`src/rtl/timer_pkg.sv`:
```
// Shared definitions for the timer event controller: register map, bit positions,
// FSM state encoding and default widths.
package timer_pkg;

    localparam int TMR_CNT_W = 24;
    localparam int TMR_EXP_W = 8;

    localparam logic [1:0] TMR_CTRL   = 2'd0;
    localparam logic [1:0] TMR_RELOAD = 2'd1;
    localparam logic [1:0] TMR_STATUS = 2'd2;
    localparam logic [1:0] TMR_COUNT  = 2'd3;

    localparam int CTRL_EN_BIT       = 0;
    localparam int CTRL_IRQ_EN_BIT   = 1;
    localparam int CTRL_PERIODIC_BIT = 2;
    localparam int STAT_PEND_BIT     = 0;
    localparam int STAT_EXP_LSB      = 8;

    typedef enum logic [2:0] {
        ST_IDLE,
        ST_LOAD,
        ST_ARM,
        ST_RUN,
        ST_EXPIRE
    } timer_state_t;

endpackage

```
`src/rtl/timer_event_ctrl.sv`:
```
// Timer control stage: register file, counter load sequencing, expiry detection and irq.
// Optional macro TIMER_AUTORELOAD_EN implements CTRL.periodic (auto re-arm on expiry).
//
// state  | meaning
// IDLE   | timer stopped, counter not driven
// LOAD   | load_o high, counter takes max(RELOAD,1)
// ARM    | counter starts decrementing
// RUN    | wait for count_i == 0
// EXPIRE | record expiry; re-load if periodic, else drop enable
module timer_event_ctrl
    import timer_pkg::*;
#(
    parameter int CNT_W = TMR_CNT_W,
    parameter int EXP_W = TMR_EXP_W
) (
    input  logic             clk,
    input  logic             rst_n,
    input  logic             wr_en,
    input  logic [1:0]       wr_addr,
    input  logic [CNT_W-1:0] wr_data,
    input  logic [1:0]       rd_addr,
    output logic [CNT_W-1:0] rd_data,
    input  logic [CNT_W-1:0] count_i,
    output logic             load_o,
    output logic [CNT_W-1:0] load_value_o,
    output logic             irq
);

    timer_state_t     state;
    timer_state_t     state_nxt;
    logic             enable;
    logic             irq_en;
    logic             periodic;
    logic             pending;
    logic [CNT_W-1:0] reload;
    logic [EXP_W-1:0] exp_cnt;

    logic ctrl_wr;
    logic reload_wr;
    logic stat_clr;
    logic expire;

    assign ctrl_wr   = wr_en && (wr_addr == TMR_CTRL);
    assign reload_wr = wr_en && (wr_addr == TMR_RELOAD);
    assign stat_clr  = wr_en && (wr_addr == TMR_STATUS) && wr_data[STAT_PEND_BIT];
    assign expire    = (state == ST_EXPIRE);

    always_ff @(posedge clk or negedge rst_n) begin
        if (!rst_n) begin
            state <= ST_IDLE;
        end else begin
            state <= state_nxt;
        end
    end

    always_comb begin
        state_nxt = state;
        case (state)
            ST_IDLE:   if (ctrl_wr && wr_data[CTRL_EN_BIT]) state_nxt = ST_LOAD;
            ST_LOAD:   state_nxt = ST_ARM;
            ST_ARM:    state_nxt = ST_RUN;
            ST_RUN:    if (count_i == '0) state_nxt = ST_EXPIRE;
            ST_EXPIRE: state_nxt = periodic ? ST_LOAD : ST_IDLE;
            default:   state_nxt = ST_IDLE;
        endcase
        // Disable overrides everything, including a pending re-arm.
        if (ctrl_wr && !wr_data[CTRL_EN_BIT]) state_nxt = ST_IDLE;
    end

    always_ff @(posedge clk or negedge rst_n) begin
        if (!rst_n) begin
            enable  <= 1'b0;
            irq_en  <= 1'b0;
            reload  <= '0;
            pending <= 1'b0;
            exp_cnt <= '0;
        end else begin
            if (ctrl_wr) begin
                enable <= wr_data[CTRL_EN_BIT];
                irq_en <= wr_data[CTRL_IRQ_EN_BIT];
            end
            if (expire && !periodic) enable <= 1'b0;
            if (reload_wr) reload <= wr_data;
            if (stat_clr) begin
                pending <= 1'b0;
                exp_cnt <= '0;
            end
            // Expiry set beats a same-cycle W1C clear.
            if (expire) begin
                pending <= 1'b1;
                if (stat_clr) begin
                    exp_cnt <= EXP_W'(1);
                end else if (exp_cnt != '1) begin
                    exp_cnt <= exp_cnt + EXP_W'(1);
                end
            end
        end
    end

`ifdef TIMER_AUTORELOAD_EN
    always_ff @(posedge clk or negedge rst_n) begin
        if (!rst_n) begin
            periodic <= 1'b0;
        end else if (ctrl_wr) begin
            periodic <= wr_data[CTRL_PERIODIC_BIT];
        end
    end
`else
    assign periodic = 1'b0;
`endif

    assign load_o       = (state == ST_LOAD);
    assign load_value_o = !load_o ? '0 : ((reload == '0) ? CNT_W'(1) : reload);
    assign irq          = pending & irq_en;

    always_comb begin
        rd_data = '0;
        case (rd_addr)
            TMR_CTRL: begin
                rd_data[CTRL_EN_BIT]       = enable;
                rd_data[CTRL_IRQ_EN_BIT]   = irq_en;
                rd_data[CTRL_PERIODIC_BIT] = periodic;
            end
            TMR_RELOAD: rd_data = reload;
            TMR_STATUS: begin
                rd_data[STAT_PEND_BIT]             = pending;
                rd_data[STAT_EXP_LSB +: EXP_W]     = exp_cnt;
            end
            default: rd_data = count_i;
        endcase
    end

endmodule

```
`config.mk`:
```
export PLATFORM = sky130hd
export DESIGN_NAME = timer_event_ctrl
export DESIGN_NICKNAME = d
export VERILOG_FILES = /design/src/rtl/timer_pkg.sv /design/src/rtl/timer_event_ctrl.sv
export SDC_FILE = /design/constraint.sdc
export NUM_CORES = 1
export LEC_CHECK = 0
export CORE_MARGIN = 10
export CORE_UTILIZATION = 38
export DETAILED_ROUTE_END_ITERATION = 8
export PLACE_DENSITY = 0.75
export SYNTH_ARGS = -nofsm -noshare
export SYNTH_HDL_FRONTEND = slang
export SYNTH_SLANG_ARGS = --single-unit
```
`constraint.sdc`:
```
create_clock -name clk -period 2 [get_ports clk]
set_input_delay 0.5 -clock clk [delete_from_list [all_inputs] [get_ports clk]]
set_output_delay 0.5 -clock clk [all_outputs]
set_load 0.01 [all_outputs]
```
==> results of run 1 <==
[layout make-up]
cell class | count | area [sq um] | share of cell area, %
clock buffer | 7 | 76.3 | 1.86
inverter | 2 | 7.51 | 0.183
multi-input combinational | 173 | 1390 | 33.9
sequential | 38 | 951 | 23.2
tap | 75 | 93.8 | 2.29
timing repair buffer | 176 | 1580 | 38.6
[where the power goes]
part / internal (mW) / switching (mW) / leakage, nW
sequential: 0.879 / 0.0734 / 0.465
clock: 0.240 / 0.256 / 0.0383
combinational: 0.503 / 0.337 / 1.45
total: 1.62 / 0.667 / 1.96
[logic make-up (layout without fill, tap and decap cells)]
logic type,after synthesis,in the layout
flops,38,38
fa+ha+maj,1,1
mux,51,51
compound gates,24,24
simple gates,95,95
xor+xnor,2,2
buf+inv,13,185
[flip-flops by register name, indices dropped and copies added, names as in the netlist]
signal / count
pending: 1
irq_en: 1
reload: 24
enable: 1
exp_cnt: 8
state: 3
[cells in the mapped netlist, drive strengths merged, types with 5 or more instances]
| cell type | n | area [sq um] |
|---|---|---|
| dfrtp | 38 | 951 |
| mux2i | 18 | 180 |
| nor2 | 13 | 48.8 |
| o21ai | 7 | 35.0 |
| and2 | 24 | 150 |
| mux2 | 32 | 360 |
| nand2 | 7 | 26.3 |
| nand3 | 5 | 25.0 |
| nor2b | 16 | 100 |
| buf | 8 | 38.8 |
| a22o | 8 | 70.1 |
| nor4 | 12 | 90.1 |
[path summary, 6_finish.rpt]
| kind | to | slack, ps | cells after the start |
|---|---|---|---|
| min in group clk | enable$_DFFE_PN0P_ | 540 | 2 |
| max in group asynchronous | reload[11]$_DFFE_PN0P_ | 1350 | 2 |
| hold / removal | reload[1]$_DFFE_PN0P_ | 170 | 1 |
| hold reg to reg | enable$_DFFE_PN0P_ | 540 | 2 |
| setup reg to reg | exp_cnt[1]$_DFF_PN0_ | 240 | 6 |
| setup / recovery | load_value_o[9] | -60 | 6 |
[through the flow]
| stage | std cells | TNS, ps |
|---|---|---|
| finish | 471 | -681 |
| global route | 471 | -1600 |
| CTS | 472 | -702 |
| detailed placement | 456 | -17820 |
| global placement | 456 | -16720 |
| floorplan | 224 | 0 |
[worst max-delay path, stage by stage, from the launching register on]
cell,delay [ps]
dfrtp_1,410
nor3b_4,260
buf_6,160
buf_6,110
buf_6,100
and2_1,110
buf_2,120
[per-layer routing]
metal | part of all wire (%) | GRT usage [%] | up-vias
met3 | 6.9 | 5.59 | 10
met5 | 0 | 0 | -
met4 | 1.0 | 3.09 | 0
li1 | - | - | 1157
met1 | 40 | 20.1 | 1191
met2 | 52 | 32.1 | 68
[what timing repair did]
item,in CTS,in global routing
endpoints found under the setup margin,49,32
gates resized for setup,185,45
pin swaps,6,13
gates cloned,2,0
buffers inserted,8,0
==> summary.txt, run 1 <==
Critical path
  – Worst flop-to-flop path startpoint: exp_cnt[0]$_DFF_PN0_
  – CP max FO: 5
  – Startpoint Class: register
  – WS Path Type: register to primary output
  – Arrival time worst endpoint: roughly 1600 ps
  – Critical path capture point type: primary output
  – Origin of the worst setup path: state[2]$_DFFE_PN0P_
  – Critical path data required time: around 1500 ps

Clock network
  – Number of buffers created by CTS: 5
  – Worst-path clk slew: approximately 70 ps
  – H-tree depth: 2
  – CTS root buffer: clkbuf_8
  – Clock tree buffer depth: 2
  – CTS tree: built
  – Post-CTS Hold Buffers: 0
  – Skew-Pair Late Insertion Delay: 290 ps
  – Clock Sinks: 38

Cells and area
  – Share of layout cells above drive strength 1: between 40% and 50%
  – Area Overhead vs Synth: 75.5%
  – Final instance area: about 4100 sq um
  – Final Core Density: between 60 and 70%
  – Nets: ~450
  – Fill cells: slightly below 500
  – Commonest non-fill, non-tap cell in the layout: buf_4
  – Most frequent cells in the layout: 58 x buf_4, 43 x clkdlybuf4s50_1, 38 x dfrtp_1
  – Ant. Diodes: 0

Timing
  – Period utilisation layout: 103%
  – Worst hold margin: roughly 170 ps
  – Final min period: 2060 ps
  – Clock Skew: between 4 and 5 ps
  – Final setup viols: 17
  – Unrepaired setup endpoints after global routing: yes
  – Peak Freq: roughly 0.49 GHz
  – Max-slew headroom: about two thirds
  – Pins over their slew limit: 0
  – Worst slew pin tran: 504 ps
  – Hold Vio Cnt, Final: 0
  – Final WS setup: -56.9 ps

Yosys
  – Post-Syn Area: around 2300 sq um
  – Synth warnings: 0
  – Async S/R FF share, synth: 100%
  – Synth Flop Type: dfrtp_1
  – Compound-gate portion of the synthesized area: roughly 7%
  – Synth Area in Adders: less than 1%
  – Mapped Nets: 280
  – XOR/XNOR share of the synthesized area: less than 1%
  – Mapped Cells: 224
  – Post-synthesis sequential area ratio: 40.7%
  – Mux share of post-synthesis cell area: between 20% and 30%
  – Main combinational cell family by area after synthesis: simple AND/OR/NAND/NOR gates
  – Avg Cell Area, Syn: approximately 10 sq um
  – Post-synth EDFFs: 0
  – Synth unique cells: 32
  – Synth Register Bits: 38
  – Post-Synth Simple-Gate Area: roughly a quarter

Drt
  – Final wirelength: approximately 9 mm
  – WL/cell: between 15 and 20 um
  – ANT nets after route: 0
  – Vias/cell: 5.15
  – DRC viols: 0
  – Drt first-iter violations: 86
  – Vias post-DR: 2426
  – Initial DRT Pass Iterations: 4

Floorplan
  – I/O pins: between 100 and 150
  – Die area: 9690 sq um
  – Std cell rows: 28
  – Die Wd: 98.4 um
  – Die Span Y: approximately 100 um
  – Core area: ~6000 sq um
  – Initial Utilization: roughly two fifths

GRT
  – Grt ovf: 0
  – Vias in the first global route: roughly 2600
  – First-pass GRT wire length: roughly 14 mm
  – Pin count of the biggest net entering global routing: 26
  – Number of antenna violations at the first check in global routing: 0
  – Total track usage: between 10% and 20%

Power
  – Power Total: about 2.3 mW
  – PD cells: between 500 and 600 nW/um^2
  – Leakage: about 2.0 nW
  – Worst vdd rail ir drop: about 360 uV

Placed design
  – Detailed placement HPWL: 7.10 mm
  – DP Worst Slack: -711 ps
  – Buffers on Ports: between 100 and 150
  – Placed inst area: 3950 sq um
  – Routability cong.: around 0.9

Job
  – Max_cap viols: 0

Worst hold path
  – Hold WC Path Type: input port to async pin

Run status
  – Status: finished, violations left
  – Failing checks: negative setup slack
No activity file was read; power rests on OpenSTA's default activity.
==> run 2, diff against run 1 <==
--- a/config.mk
+++ b/config.mk
@@ -5,10 +5,12 @@
 export SDC_FILE = /design/constraint.sdc
 export NUM_CORES = 1
 export LEC_CHECK = 0
+export ABC_CLOCK_PERIOD_IN_PS = 2000
 export CORE_MARGIN = 10
 export CORE_UTILIZATION = 38
 export DETAILED_ROUTE_END_ITERATION = 8
 export PLACE_DENSITY = 0.75
+export SLEW_MARGIN = 25
 export SYNTH_ARGS = -nofsm -noshare
 export SYNTH_HDL_FRONTEND = slang
 export SYNTH_SLANG_ARGS = --single-unit
==> results of run 2 <==
Final layout, timing and power as in run 1 (identical DEF).
